### config.mk
export PLATFORM = sky130hd
export DESIGN_NAME = w_writeback
export DESIGN_NICKNAME = d
export VERILOG_FILES = /design/src/rtl/w_writeback.sv
export SDC_FILE = /design/constraint.sdc
export NUM_CORES = 1
export LEC_CHECK = 0
export CORE_ASPECT_RATIO = 1.1
export CORE_MARGIN = 1
export CORE_UTILIZATION = 42
export CTS_BUF_LIST = sky130_fd_sc_hd__clkbuf_16
export DETAILED_ROUTE_END_ITERATION = 10
export PLACE_DENSITY = 0.76
export REMOVE_ABC_BUFFERS = 1
export SLEW_MARGIN = 40
export SYNTH_ARGS = -nofsm -noshare
export SYNTH_HDL_FRONTEND = slang
export SYNTH_SLANG_ARGS = --single-unit
### constraint.sdc
create_clock -name clk -period 2.5 [get_ports clk]
set_input_delay 0.5 -clock clk [delete_from_list [all_inputs] [get_ports clk]]
set_output_delay 0.5 -clock clk [all_outputs]
set_load 0.05 [all_outputs]
### src/rtl/w_writeback.sv
// Write-back stage: M/W pipeline register, load-data extension, result select and retire counter.
// Define WB_TRACE_EN to print a simulation trace line for each GRF write.
module w_writeback #(
    parameter logic [31:0] PC_RESET = 32'h0000_3000,
    parameter int unsigned CNT_W    = 32
) (
    input  logic             clk,
    input  logic             reset,
    input  logic             M_valid,
    input  logic [31:0]      M_pc,
    input  logic             M_reg_we,
    input  logic [4:0]       M_rd,
    input  logic [1:0]       M_wb_sel,
    input  logic [31:0]      M_alu_res,
    input  logic [31:0]      M_hilo,
    input  logic [31:0]      M_mem_rdata,
    input  logic [2:0]       M_load_type,
    output logic [31:0]      W_pc,
    output logic             W_we,
    output logic [4:0]       W_A3,
    output logic [31:0]      W_WD,
    output logic [CNT_W-1:0] retire_cnt
);

    typedef enum logic [1:0] {
        SEL_ALU  = 2'd0,
        SEL_MEM  = 2'd1,
        SEL_LINK = 2'd2,
        SEL_HILO = 2'd3
    } wb_sel_t;

    typedef enum logic [2:0] {
        LD_W  = 3'd0,
        LD_B  = 3'd1,
        LD_BU = 3'd2,
        LD_H  = 3'd3,
        LD_HU = 3'd4
    } load_t;

    logic        w_valid;
    logic [31:0] w_pc_reg;
    logic        w_reg_we;
    logic [4:0]  w_rd;
    logic [1:0]  w_wb_sel;
    logic [31:0] w_alu_res;
    logic [31:0] w_hilo;
    logic [31:0] w_rdata;
    logic [2:0]  w_load_type;

    always_ff @(posedge clk) begin
        if (reset) begin
            w_valid     <= 1'b0;
            w_pc_reg    <= PC_RESET;
            w_reg_we    <= 1'b0;
            w_rd        <= '0;
            w_wb_sel    <= '0;
            w_alu_res   <= '0;
            w_hilo      <= '0;
            w_rdata     <= '0;
            w_load_type <= '0;
            retire_cnt  <= '0;
        end else begin
            w_valid     <= M_valid;
            w_pc_reg    <= M_pc;
            w_reg_we    <= M_reg_we;
            w_rd        <= M_rd;
            w_wb_sel    <= M_wb_sel;
            w_alu_res   <= M_alu_res;
            w_hilo      <= M_hilo;
            w_rdata     <= M_mem_rdata;
            w_load_type <= M_load_type;
            if (M_valid)
                retire_cnt <= retire_cnt + CNT_W'(1);
        end
    end

    logic [7:0]  ld_byte;
    logic [15:0] ld_half;
    logic [31:0] ld_data;
    logic [31:0] wd_sel;

    always_comb begin
        ld_byte = w_rdata[7:0];
        case (w_alu_res[1:0])
            2'd0: ld_byte = w_rdata[7:0];
            2'd1: ld_byte = w_rdata[15:8];
            2'd2: ld_byte = w_rdata[23:16];
            2'd3: ld_byte = w_rdata[31:24];
            default: ld_byte = w_rdata[7:0];
        endcase
        // Half select uses only offset bit 1; misaligned halves are trapped upstream.
        ld_half = w_alu_res[1] ? w_rdata[31:16] : w_rdata[15:0];

        ld_data = w_rdata;
        case (w_load_type)
            LD_B:    ld_data = {{24{ld_byte[7]}}, ld_byte};
            LD_BU:   ld_data = {24'd0, ld_byte};
            LD_H:    ld_data = {{16{ld_half[15]}}, ld_half};
            LD_HU:   ld_data = {16'd0, ld_half};
            default: ld_data = w_rdata;
        endcase

        wd_sel = w_alu_res;
        case (w_wb_sel)
            SEL_ALU:  wd_sel = w_alu_res;
            SEL_MEM:  wd_sel = ld_data;
            SEL_LINK: wd_sel = w_pc_reg + 32'd8;
            SEL_HILO: wd_sel = w_hilo;
            default:  wd_sel = w_alu_res;
        endcase
    end

    assign W_we = w_valid & w_reg_we & (w_rd != 5'd0);
    assign W_A3 = w_valid ? w_rd : '0;
    assign W_WD = w_valid ? wd_sel : '0;
    assign W_pc = w_valid ? w_pc_reg : PC_RESET;

`ifdef WB_TRACE_EN
    always @(posedge clk) begin
        if (!reset && W_we)
            $display("@%08h: $%2d <= %08h", W_pc, W_A3, W_WD);
    end
`endif

endmodule
Word-level counts from Yosys, hierarchy flattened --
Index checks and enable logic that the tools add are counted.
Word-level totals: flip-flop bits (word level) 172, input bits 142, output and inout port bits 102, logic and storage cells 34
Operators by class: add/subtract/negate cells 2, equal/unequal tests 10, multiplexer cells 7, bitwise logic cells 2, reduce and logical (&&, ||, !) cells 3
Operators with widths (number):
- 32-bit case mux with 4 select lines | 2
- 32-bit 2-to-1 mux | 2
- 32-bit by 1-bit adder with 32-bit output, second input constant | 1
- 32-bit by 4-bit adder with 32-bit output, second input constant | 1
- 8-bit case mux with 4 select lines | 1
- 16-bit 2-to-1 mux | 1
- 2-bit equality test, second input constant | 4
- 3-bit by 2-bit equality test with 1-bit output, second input constant | 2
- 5-bit 2-to-1 mux | 1
- 5-bit nonzero test | 1
- 2-bit by 1-bit equality test with 1-bit output, second input constant | 2
- 2-bit zero test | 2
- 3-bit by 1-bit equality test with 1-bit output, second input constant | 1
- 3-bit equality test, second input constant | 1
- 1-bit bitwise AND | 2

Logic depth before layout (Yosys ltp) --
depth in word-level cells 5, mapped depth 7, gate-level depth less buffers 6

Worst setup path before layout --
No wires, ideal clock.
kind register to output, from register w_load_type[1], to output port W_WD[26], arrival 2683 ps, required time 2000 ps, path slack -683 ps, cell stages (with the launch flop) 6, buffers on the path 0, cell sequence dfxtp_1 > and3b_1 > a222oi_1 > o21ai_1 > o211a_1 > a211oi_1
Between the ends: word-level cells in the longest chain between the ends 4, elaborated cells between the ends (all ways) 7, classes of those cells eq/ne (4); mux (3)
Ends and longest elaborated chain:
- start: declaration | RTL line 48 | logic [2:0] w_load_type;
- start signal: assignment | RTL line 71 | w_load_type <= M_load_type;
- 3-bit equality test, or another cell as far along | RTL line 95 | case (w_load_type)
- 32-bit case mux with 4 select lines * | RTL line 95
- 32-bit case mux with 4 select lines * | RTL line 104 | case (w_wb_sel)
- 32-bit 2-to-1 mux * | RTL line 115 | assign W_WD = w_valid ? wd_sel : '0;
- end: declaration | RTL line 21 | output logic [31:0] W_WD,
Every way passes the cells marked *; elsewhere a longest branch is shown, timed or not.

Worst setup path in the final report --
from register w_alu_res[0], to output port W_WD[21]
Between the ends: word-level cells in the longest chain between the ends 5, elaborated cells between the ends (all ways) 8, classes of those cells eq/ne (3); mux (4); reduce/logical (1)
Ends and longest elaborated chain:
- start: declaration | RTL line 45 | logic [31:0] w_alu_res;
- start signal: assignment | RTL line 68 | w_alu_res <= M_alu_res;
- 2-bit equality test, or another cell as far along | RTL line 84 | case (w_alu_res[1:0])
- 8-bit case mux with 4 select lines * | RTL line 84
- 32-bit case mux with 4 select lines * | RTL line 95
- 32-bit case mux with 4 select lines * | RTL line 104
- 32-bit 2-to-1 mux * | RTL line 115
Marks and branches as above.

==> metrics <==
Slew Limit Fails=0; antenna-violating nets left=0; overall routing resource usage=29.0%; CTS Hold Bufs=0; status=finished, violations left; CP peak stage delay=0.42 ns; Detailed Place HPWL=19400 um; register area=3490 um^2; Setup TNS=-10.50 ns; FF+latch count, synth=172; final net count=1370; CP Class=reg -> out; sequential cell area fraction in the yosys report=44.2%; CTS sink cnt=172; Max Root-Sink Buffers=2; Layout Skew=0.00364 ns; crit path cell chain=mux2i_4 > a222oi_1 > buf_4 > buf_6 > o21a_4 > o21ai_0 > a21oi_4 > buf_12; CTS root buf=clkbuf_16; commonest cells after routing, fill and taps aside=clkdlybuf4s50_1 (175), dfxtp_1 (152), nor2b_1 (144), buf_4 (125), nand2_1 (65); TritonRoute pass-1 iters=6; H-Tree Depth=4; number of fill cells=1246; setup violators final=32; predominant post-synthesis flop cell=dfxtp_1; ant diodes=0; Worst Setup End Kind=output port; setup repair after global routing missed its margin=true; core area=17900 um^2; Initial Util=43.4%; P per Cell Area=533 nW/um^2; Post-Syn Area per Cell=8.67 um^2; WP data required=2.00 ns; EDFF count, synth=0; via count=8147; Post-synth ARST share=0%; drt drc=0; initial antenna violation count=0; slew margin rel.=54.1%; Tmin final=3.05 ns; Crit path arrival time=2.55 ns; hold depth=2; cell taking the most area after synthesis=dfxtp_1; number of max-cap violations=0; total CTS buffers=17; drt initial violations=776; failing checks=negative setup slack; Distinct cells, synth=58; CTS tree=done; fin worst setup slack=-0.546 ns; LEAKAGE=5.06 nW; drt total wl=28400 um; Slowest-stage cell, CP=a222oi_1; worst skew pair latency=0.43 ns; Synth-to-Final Area Change=66.5%; number of global-route vias before repair=7915; Post-Synthesis Cell Area=7780 um^2; Synth top area share=44.2%; Max VDD drop=524 uV; commonest non-fill, non-tap cell in the layout=clkdlybuf4s50_1; CP max FO=6; Die H=145 um; FF-to-FF path depth=6; Cells after Synth=898; final hold violations=0; Max Clk Rate=328 MHz; num rows=51; fin util=72.3%; kind of start point of the critical path=flop; HP Class=reg -> reg; routed len/inst=19.3 um; overflow left after global routing=0; Yosys warning count=0; die width=132 um; Buffers on Ports=243; first-pass GRT wire length=42700 um; synth top area cells=dfxtp_1 (44%), nor2b_1 (12%), nand2_1 (3.3%), nor2_1 (3.3%), o21ai_0 (3.0%); layout cells sized above 1=28.7%; placer congestion estimate=0.892; pin count of the biggest net entering global routing=93; Die ar.=19100 um^2; vias per cell=5.52; Clock transition at path regs=0.07 ns; Slew @ Worst Pin=0.689 ns; Top Ports=244; final critical-path share of the clock period=122%; area occupied by multi-input gates=4760 um^2
## cell type report
class,instances,share of cell area (%)
well taps,238,2.30
clock buffers,17,3.28
clock inverters,15,1.21
inverters,8,0.280
flip-flops and latches,172,26.9
multi-input cells,658,36.7
repair buffers,369,29.3
## final timing paths
path / startpoint / slack (ns) / end
worst max register to register: retire_cnt[0]$_SDFFE_PP0P_ / 0.31 / retire_cnt[24]$_SDFFE_PP0P_
worst max-delay path: w_alu_res[0]$_SDFF_PP0_ / -0.55 / W_WD[21]
worst min register to register: retire_cnt[5]$_SDFFE_PP0P_ / 0.53 / retire_cnt[5]$_SDFFE_PP0P_
worst min-delay path: retire_cnt[5]$_SDFFE_PP0P_ / 0.53 / retire_cnt[5]$_SDFFE_PP0P_
## cells in the mapped netlist, drive strengths merged (2+ instances only)
cell type	number
o31a	3
mux2	12
inv	8
a21oi	22
mux2i	13
o21ai	48
nand2	68
nand4	19
nand3	24
a221oi	5
o311ai	2
xnor2	22
dfxtp	172
o31ai	3
and3b	2
nor4	7
and4	9
o22ai	6
and3	6
a211oi	3
nor3b	2
buf	8
nor2	68
a31oi	11
nand2b	6
and2	36
a22oi	12
or3	7
o221a	3
xor2	20
a21o	2
or2	5
ha	2
nor2b	146
a22o	3
nor3	14
or4	11
o221ai	16
clkbuf	52
o21a	7
## metal layers
layer	share of wire (%)	vias to the layer above	track usage [%]
met5	0	-	0
met4	3.2	0	12.2
met3	9.2	77	8.25
met2	48	449	49.2
met1	40	3841	34.5
li1	-	3780	-
## critical path: cells and delay by family, from the launching register on
family                 cells  cell delay, ns
AO/OA/AOI/OAI              4            1.10
buffers and inverters      3            0.43
multiplexers               1            0.19
flip-flops                 1            0.37
## metrics by stage
step | setup WS [ns] | area, um^2 | total power, mW | hold slack (ns) | instances
2_1_floorplan | -1.15 | 7560 | 3.47 | 0.569 | 838
3_3_place_gp | -0.184 | 11300 | 4.12 | 0.504 | 1417
3_5_place_dp | -0.191 | 11300 | 4.12 | 0.520 | 1417
4_1_cts | -0.546 | 12700 | 6.88 | 0.531 | 1472
5_1_grt | -0.595 | 13000 | 7.14 | 0.561 | 1477
6_report | -0.546 | 13000 | 6.91 | 0.525 | 1477
## power breakdown
part           switching, mW  total (mW)  internal, mW
Clock                   1.21        2.62          1.41
Combinational          0.648        1.32         0.676
Sequential             0.105        2.97          2.86
## what timing repair did
item / in CTS / in global routing
cloned: 1 / 0
endpoints found under the hold margin: 0 / 0
pin swaps: 66 / 40
gates resized for setup: 165 / 50
buffers inserted: 24 / 12
setup endpoints to repair: 43 / 41
## cells by family after synthesis
kind of cell / count (synthesis) / synth area share (%)
AO/OA/AOI/OAI: 157 / 13.5
XOR/XNOR: 42 / 4.73
adder cells (fa/ha/maj): 2 / 0.321
buffers and inverters: 68 / 3.31
flip-flops: 172 / 44.2
multiplexers: 25 / 3.41
AND/OR/NAND/NOR: 432 / 30.5
No activity file was read; power rests on OpenSTA's default activity.
